## src/rtl/ex_pkg.sv

```systemverilog
// Purpose : shared types and constants for the execute stage (forward selects, ALU op codes, ID/EX record).
// Latency : n/a (declarations only).
// Backpressure: n/a (declarations only).
//
// The ID/EX record is sized by EX_DW/EX_RW. The ex_stage DW/RW parameters must
// match these values, because the packed struct cannot follow module parameters.
package ex_pkg;

   localparam int EX_DW = 32;
   localparam int EX_RW = 5;

   // Forwarding mux selects; 2'b11 is not a named member and falls back to FWD_RF.
   typedef enum logic [1:0] {
      FWD_RF  = 2'b00,
      FWD_WB  = 2'b01,
      FWD_MEM = 2'b10
   } fwd_sel_t;

   // alucontrol[2] inverts b and injects the carry. alucontrol[1:0] selects the result.
   localparam logic [2:0] ALU_AND = 3'b000;
   localparam logic [2:0] ALU_OR  = 3'b001;
   localparam logic [2:0] ALU_ADD = 3'b010;
   localparam logic [2:0] ALU_SUB = 3'b110;
   localparam logic [2:0] ALU_SLT = 3'b111;

   typedef struct packed {
      logic             regwrite;
      logic             memtoreg;
      logic             memwrite;
      logic             alusrc;
      logic             regdst;
      logic [2:0]       alucontrol;
      logic [EX_DW-1:0] rd1;
      logic [EX_DW-1:0] rd2;
      logic [EX_DW-1:0] signimm;
      logic [EX_RW-1:0] rs;
      logic [EX_RW-1:0] rt;
      logic [EX_RW-1:0] rd;
   } id_ex_t;

   // The bubble image is the reset image. It writes nothing and performs AND of zeros.
   localparam id_ex_t ID_EX_BUBBLE = '0;

endpackage

```

## src/rtl/alu.sv

```systemverilog
// Purpose : MIPS ALU (AND/OR/add/sub/slt) on two DW-bit operands.
// Latency : combinational.
// Backpressure: none; pure function of its inputs.
//
// Ports: a, b (operands), alucontrol (3-bit op), y (result).
// Carry and overflow are discarded. slt is the sign bit of the wrapped a-b, with no overflow correction.
module alu #(
   parameter int DW = 32
) (
   input  logic [DW-1:0] a,
   input  logic [DW-1:0] b,
   input  logic [2:0]    alucontrol,
   output logic [DW-1:0] y
);

   logic          inv;
   logic [DW-1:0] bb;
   logic [DW-1:0] sum;

   assign inv = alucontrol[2];
   assign bb  = inv ? ~b : b;
   assign sum = a + bb + {{(DW-1){1'b0}}, inv};

   // AND and OR use the true b. Codes 100 and 101 therefore behave like 000 and 001.
   always_comb begin
      y = '0;
      case (alucontrol[1:0])
         2'b00:   y = a & b;
         2'b01:   y = a | b;
         2'b10:   y = sum;
         default: y = {{(DW-1){1'b0}}, sum[DW-1]};
      endcase
   end

endmodule

```

## src/rtl/ex_stage_id_ex_reg.sv

```systemverilog
// Purpose : ID/EX pipeline register with flush (bubble) and stall (hold).
// Latency : one core clock edge from d to q.
// Backpressure: stall holds every field. Flush overrides stall and loads the zero bubble.
//
// Ports: clk, reset (async active-low), stall, flush, d (decode record), q (registered record).
// Priority per edge is flush > stall > load. Reset clears asynchronously and wins over everything.
module id_ex_reg
   import ex_pkg::*;
(
   input  logic   clk,
   input  logic   reset,
   input  logic   stall,
   input  logic   flush,
   input  id_ex_t d,
   output id_ex_t q
);

   always_ff @(posedge clk or negedge reset) begin
      if (!reset) begin
         q <= ID_EX_BUBBLE;
      end else if (flush) begin
         q <= ID_EX_BUBBLE;
      end else if (!stall) begin
         q <= d;
      end
   end

endmodule

```

## src/rtl/ex_stage.sv

```systemverilog
// Purpose : MIPS execute stage: ID/EX register, operand forwarding, ALUSrc/RegDst muxes, ALU.
// Latency : decode inputs reach the EX outputs one edge later. Forwarding inputs act combinationally.
// Backpressure: stall_e freezes the ID/EX register. flush_e inserts a NOP bubble and has priority over stall_e.
//
// Ports: clk, reset (async active-low); stall_e/flush_e from the hazard unit;
//        rd1_d/rd2_d/signimm_d/rs_d/rt_d/rd_d and decode controls in;
//        forward_ae/forward_be with aluout_m/result_w as forwarding sources;
//        registered controls, rs_e/rt_e, writereg_e, aluout_e and writedata_e out.
// Build option: define EX_STAGE_FWD_EN to enable the forwarding muxes. When it is not defined,
//               the forwarding ports are present but ignored, and the core must resolve hazards with stalls.
module ex_stage
   import ex_pkg::*;
#(
   parameter int DW = 32,
   parameter int RW = 5
) (
   input  logic          clk,
   input  logic          reset,
   input  logic          stall_e,
   input  logic          flush_e,
   input  logic [DW-1:0] rd1_d,
   input  logic [DW-1:0] rd2_d,
   input  logic [DW-1:0] signimm_d,
   input  logic [RW-1:0] rs_d,
   input  logic [RW-1:0] rt_d,
   input  logic [RW-1:0] rd_d,
   input  logic          regwrite_d,
   input  logic          memtoreg_d,
   input  logic          memwrite_d,
   input  logic          alusrc_d,
   input  logic          regdst_d,
   input  logic [2:0]    alucontrol_d,
   input  logic [1:0]    forward_ae,
   input  logic [1:0]    forward_be,
   input  logic [DW-1:0] aluout_m,
   input  logic [DW-1:0] result_w,
   output logic          regwrite_e,
   output logic          memtoreg_e,
   output logic          memwrite_e,
   output logic [RW-1:0] rs_e,
   output logic [RW-1:0] rt_e,
   output logic [RW-1:0] writereg_e,
   output logic [DW-1:0] aluout_e,
   output logic [DW-1:0] writedata_e
);

   id_ex_t        d;
   id_ex_t        q;
   logic [DW-1:0] srca;
   logic [DW-1:0] fwdb;
   logic [DW-1:0] srcb;

   assign d.regwrite   = regwrite_d;
   assign d.memtoreg   = memtoreg_d;
   assign d.memwrite   = memwrite_d;
   assign d.alusrc     = alusrc_d;
   assign d.regdst     = regdst_d;
   assign d.alucontrol = alucontrol_d;
   assign d.rd1        = rd1_d;
   assign d.rd2        = rd2_d;
   assign d.signimm    = signimm_d;
   assign d.rs         = rs_d;
   assign d.rt         = rt_d;
   assign d.rd         = rd_d;

   id_ex_reg u_id_ex_reg (
      .clk   (clk),
      .reset (reset),
      .stall (stall_e),
      .flush (flush_e),
      .d     (d),
      .q     (q)
   );

`ifdef EX_STAGE_FWD_EN
   // MEM is the younger producer, but the hazard unit resolves priority. This block only decodes the select.
   always_comb begin
      srca = q.rd1;
      case (forward_ae)
         FWD_WB:  srca = result_w;
         FWD_MEM: srca = aluout_m;
         default: srca = q.rd1;
      endcase
   end

   always_comb begin
      fwdb = q.rd2;
      case (forward_be)
         FWD_WB:  fwdb = result_w;
         FWD_MEM: fwdb = aluout_m;
         default: fwdb = q.rd2;
      endcase
   end
`else
   logic unused_fwd;

   assign unused_fwd = ^{forward_ae, forward_be, aluout_m, result_w};
   assign srca       = q.rd1;
   assign fwdb       = q.rd2;
`endif

   // Store data is always the forwarded rt value, never the immediate.
   assign srcb        = q.alusrc ? q.signimm : fwdb;
   assign writedata_e = fwdb;
   assign writereg_e  = q.regdst ? q.rd : q.rt;

   assign regwrite_e = q.regwrite;
   assign memtoreg_e = q.memtoreg;
   assign memwrite_e = q.memwrite;
   assign rs_e       = q.rs;
   assign rt_e       = q.rt;

   alu #(.DW(DW)) u_alu (
      .a          (srca),
      .b          (srcb),
      .alucontrol (q.alucontrol),
      .y          (aluout_e)
   );

endmodule

```

## config.mk

```make
export PLATFORM = sky130hd
export DESIGN_NAME = ex_stage
export DESIGN_NICKNAME = d
export VERILOG_FILES = /design/src/rtl/ex_pkg.sv /design/src/rtl/alu.sv /design/src/rtl/ex_stage_id_ex_reg.sv /design/src/rtl/ex_stage.sv
export SDC_FILE = /design/constraint.sdc
export NUM_CORES = 1
export LEC_CHECK = 0
export BUFFER_PORTS_ARGS = -buffer_cell sky130_fd_sc_hd__buf_2
export CAP_MARGIN = 20
export CORE_MARGIN = 8
export CORE_UTILIZATION = 50
export DETAILED_ROUTE_END_ITERATION = 12
export PLACE_DENSITY = 0.85
export SLEW_MARGIN = 20
export SYNTH_ARGS = -nofsm -noshare
export SYNTH_HDL_FRONTEND = slang
export SYNTH_HIERARCHICAL = 1
export SYNTH_SLANG_ARGS = --single-unit
```

## constraint.sdc

```tcl
create_clock -name clk -period 4.7 [get_ports clk]
set_input_delay 0.94 -clock clk [delete_from_list [all_inputs] [get_ports clk]]
set_output_delay 0.94 -clock clk [all_outputs]
set_load 0.1 [all_outputs]
```

Word-level counts from Yosys, hierarchy flattened
Index checks and enable logic that the tools add are counted.

$add $sub $neg: 2. Equal/unequal tests: 3. Muxes and demuxes: 6. Bitwise gates (word level): 3. Reductions and logical operators: 1.

Operators with widths (number): $mux W119 (2); $pmux W32 S3 (1); $mux W32 (2); $add A32 B1 Y32 (1); $add A32 B32 Y32 (1); $and A32 B32 Y32 (1); $not A32 Y32 (1); $or A32 B32 Y32 (1); $mux W5 (1); $eq A2 B1 Y1 const B (1); $eq A2 B2 Y1 const B (1); $logic_not A2 Y1 (1); $ne A2 B1 Y1 const B (1).

Register bits after elaboration: 119. Bits of input ports: 191. Word-level logic and storage cells: 27.

Depth between registers and ports, before layout
Depth in word-level cells: 6. Mapped depth: 13.

By module
The synthesis kept the hierarchy.

By module, submodules not included: id_ex_reg (instances 1, cells each 383, area an instance 4918.5 um^2, sequential area each 2977.9 um^2); alu (instances 1, cells each 407, area an instance 2820.2 um^2, sequential area each 0.0 um^2); ex_stage (instances 1, cells each 41, area an instance 600.6 um^2, sequential area each 0.0 um^2).

Worst setup path after synthesis
Ideal clock, no wire load.

Kind: register -> output. From: register, netlist name u_id_ex_reg/q[48]. To: output port aluout_e[18]. Arrival: 5.098 ns. Data required time: 3.760 ns. Path slack: -1.338 ns. Stages on the path, launching flop included: 12. Path buffers: 0. Path through: dfrtp_1 > mux2_4 > xor2_1 > inv_1 > fa_1 > nor2b_1 > o2111ai_1 > a2111oi_2 > nor2_1 > o21ai_0 > xnor2_1 > o21ai_0.

Word-level cells in the longest chain between the ends: 6.

RTL lines: $mux W32 * (RTL line ex_stage.sv:103) `assign srcb = q.alusrc ? q.signimm : fwdb;`; named net srcb[1] (RTL line ex_stage.sv:51) `logic [DW-1:0] srcb;`; $not A32 Y32 (RTL line alu.sv:21) `assign bb = inv ? ~b : b;`; $mux W32 * (RTL line alu.sv:21); $add A32 B32 Y32 * (RTL line alu.sv:22) `assign sum = a + bb + {{(DW-1){1'b0}}, inv};`; $add A32 B1 Y32 * (RTL line alu.sv:22); $pmux W32 S3 * (RTL line alu.sv:27) `case (alucontrol[1:0])`; to (decl) (RTL line ex_stage.sv:43) `output logic [DW-1:0] aluout_e,`.

The timed path passes the listed nets; every way through them passes the cells marked *.

Worst setup path in the final report
From: register, netlist name u_id_ex_reg/q[115]. To: output port aluout_e[0].

Word-level cells in the longest chain between the ends: 6.

RTL lines (RTL line): $mux W32 * (ex_stage.sv:103); named net srcb[13] (ex_stage.sv:51); $not A32 Y32 (alu.sv:21); $mux W32 * (alu.sv:21); $add A32 B32 Y32 * (alu.sv:22); $add A32 B1 Y32 * (alu.sv:22); $pmux W32 S3 * (alu.sv:27).

Marks and branches as above.

==> impl_results.md <==
- Maxcap violations: 0
- Slowest CP cell: dfrtp_2
- Post-synth top area share: 35.7%
- Worst-path cell chain: buf_12, mux2_4, xor2_1, ha_1, nand2_1, o21a_2, o221ai_2, a221o_1, a2111oi_4, xnor2_2, o32ai_4, buf_12
- # rows: 47
- Fill cell total of the finished layout: 1259
- VDD IR max: 318 uV
- Final setup margin: 0.00983 ns
- Largest net degree at the start of global routing: 96
- Post-synthesis simple-gate area fraction: 11.4%
- Max FFs per register: 119
- Share of cells above drive strength 1: 37.1%
- # IOs: 273
- Initial drt markers: 546
- PortBufs: 204
- WS Path Type: reg -> out
- Sink Count: 119
- GR Layer Usage met2: 38.8%
- Share of the clock period used by the worst path: 99.8%
- Synth area leader: dfrtp_1
- Most area-consuming cells after synthesis: dfrtp_1 36%, mux2i_1 15%, nor2_1 6.2%
- CP required: 3.76 ns
- GRT Util Overall: 22.9%
- Final instance area: 0.0109 mm^2
- Clk root buf: clkbuf_16
- Fraction of registers with async set or reset after synthesis: 100%
- CTS max path bufs: 2
- Die X: 145 um
- Crit path launch type: flop
- H-tree levels: 4
- Ys flop type: dfrtp_1
- Xor/xnor share of the synthesized area: 6.30%
- Post-route DRC: 0
- CP Capture Type: output pin
- RD Place Congestion: 0.899
- Most common cell in the netlist: nor2_1
- Worst-Margin Slew: 1.00 ns
- DP Area: 0.00990 mm^2
- FF+latch count, synth: 119
- Fin. max-slew vios: 0
- Final #Nets: 1257
- CTS buffer count: 17
- Layer carrying the most global-route usage: met2
- Arrival time worst endpoint: 3.75 ns
- Mux share of post-synthesis cell area: 20.9%
- Die ar.: 0.0211 mm^2
- Hold Violations, Final: 0
- Initial Util: 50.6%
- Layout overhead on the synthesized area: 31.3%
- Class of the worst hold path: reg -> reg
- Wire length per cell: 19.8 um
- Total chip power: 3.90 mW
- Commonest cells in the netlist: 138 x nor2_1, 121 x mux2i_1, 119 x dfrtp_1, 58 x nand2_1, 42 x a21oi_1
- Vias in the first global route: 7421
- Main combinational cell family by area after synthesis: multiplexers
- Fmax: 213 MHz
- CP max FO: 19
- Syn_area_per_cell: 10.0 um^2
- Slew HR: 33.2%
- # setup viols final: 0
- Reg clk slew, reported paths: 0.06 ns
- DRT antenna net count: 0
- GR Overflow Total: 0
- Critical path's largest stage delay: 0.43 ns
- Vias: 7113
- Post-synthesis cell type count: 63
- DP HPWL: 17500 um
- Synth Area in Compound Gates: 12.0%
- Mapped cell area: 0.00834 mm^2
- CP startpoint: u_id_ex_reg/q[115]
- CTS tree: yes
- Most frequent CP cell: buf_12
- Synth warn: 6
- Post-Synth Adder-Cell Area: 7.86%
- Status: finished, final reports clean
- GR Util met1: 26.5%
- Number of synthesized flops with an enable pin: 0
- Drt pass-1 iters: 5
- Global-route wire length before repair: 39200 um
- Crit path time final: 4.69 ns
- Syn Nets: 1057
- Min-delay src: u_id_ex_reg/q[118]
- Power density over cell area: 356 mW/mm^2
- Pre-CTS setup slack: 0.208 ns
- Core Region: 0.0165 mm^2
- R2r startpoint: u_id_ex_reg/q[115]
- Sequential share of the synthesized area: 35.7%
- Top reg by flops: u_id_ex_reg/q
- Leak: 5.40 nW
- Largest regs: u_id_ex_reg/q (119)
- DR vias/cell: 5.62
- Final wirelength: 25000 um
- Worst Skew: 0 ns
- Die Ht: 145 um
- Clk_lat worst skew: 0.42 ns
- Grt met3 use: 7.43%
- RSZ-0062 raised after global routing: yes
- Initial antenna violation count: 2
- Post-Syn Instances: 831
-- cells in the final DEF (no fill, tap or decap), drive strengths merged, types with 2 or more instances in the layout --
master / n
nor4: 2
nand2: 58
o211ai: 3
mux2: 37
o31ai: 7
clkinv: 5
o221ai: 2
dfrtp: 119
inv: 10
a211oi: 2
nor3: 5
nor2: 138
or3: 3
xor2: 40
mux2i: 121
o21ai: 47
diode: 2
clkinvlp: 2
o32ai: 6
xnor2: 20
a21o: 5
buf: 231
maj3: 21
a2111oi: 2
ha: 34
o41ai: 2
nand4: 10
nand2b: 5
a31o: 3
o21bai: 3
a221o: 2
a21oi: 46
o21a: 8
bufinv: 5
nand3: 4
clkbuf: 18
a31oi: 4
-- worst max-delay path: cells and delay by family (launching register included) --
family          cells  cell delay [ns]
compound gates      5             1.31
xor+xnor            2             0.31
fa+ha+maj           1             0.40
buf+inv             2             0.39
flops               1             0.43
mux                 1             0.32
simple gates        1             0.16
-- per-layer routing --
| layer | share of wire, % | routed length (um) |
|---|---|---|
| met2 | 50 | 12500 |
| met4 | 3.3 | 831 |
| met5 | 0 | 0 |
| met1 | 40 | 9900 |
| met3 | 7.2 | 1810 |
-- where the power goes --
| part | total [mW] | leakage [nW] | switching, mW | internal (mW) |
|---|---|---|---|---|
| clock network | 1.45 | 0.311 | 0.501 | 0.945 |
| registers | 1.13 | 1.56 | 0.0493 | 1.08 |
| logic | 1.32 | 3.53 | 0.880 | 0.440 |
| total | 3.90 | 5.40 | 1.43 | 2.47 |
-- path summary, 6_finish.rpt --
check / slack [ns] / to / depth (start not counted)
min: 0.52 / u_id_ex_reg/q[118] / 2
max reg2reg: 3.50 / u_id_ex_reg/q[115] / 4
min in group asynchronous: 0.60 / u_id_ex_reg/q[30] / 1
max: 0.01 / aluout_e[0] / 12
min reg2reg: 0.52 / u_id_ex_reg/q[118] / 2
max in group asynchronous: 3.26 / u_id_ex_reg/q[113] / 2
-- layout make-up --
| type | instances | area, um^2 | share of cell area [%] |
|---|---|---|---|
| diodes | 2 | 5.00 | 0.0457 |
| clock buffers | 18 | 429 | 3.92 |
| clock inverters | 14 | 223 | 2.03 |
| inverters | 8 | 30.0 | 0.274 |
| multi-input cells | 654 | 5330 | 48.7 |
| flip-flops and latches | 119 | 2990 | 27.3 |
| well taps | 220 | 275 | 2.51 |
| repair buffers | 231 | 1660 | 15.2 |
-- kinds of logic after synthesis --
kind of cell	Yosys count
buffers and inverters	58
AND/OR/NAND/NOR	229
adder cells (fa/ha/maj)	56
AO/OA/AOI/OAI	151
flip-flops	119
multiplexers	158
XOR/XNOR	60
-- per-stage QoR --
stage               instances  util (%)  hold slack, ns  setup TNS (ns)
floorplan                 831         -           0.484          -0.585
global placement         1225      60.1           0.497               0
detailed placement       1225      60.1           0.508               0
CTS                      1258      64.9           0.522        -0.00774
global route             1266      66.5           0.537          -0.487
finish                   1266      66.5           0.516               0
-- what timing repair did --
action | CTS | global route
hold buffers | 0 | 0
setup buffers | 1 | 6
pin swaps | 7 | 13
endpoints found under the setup margin | 8 | 17
gates resized for setup | 18 | 44
Note: power is estimated with default switching activity, not from simulation.
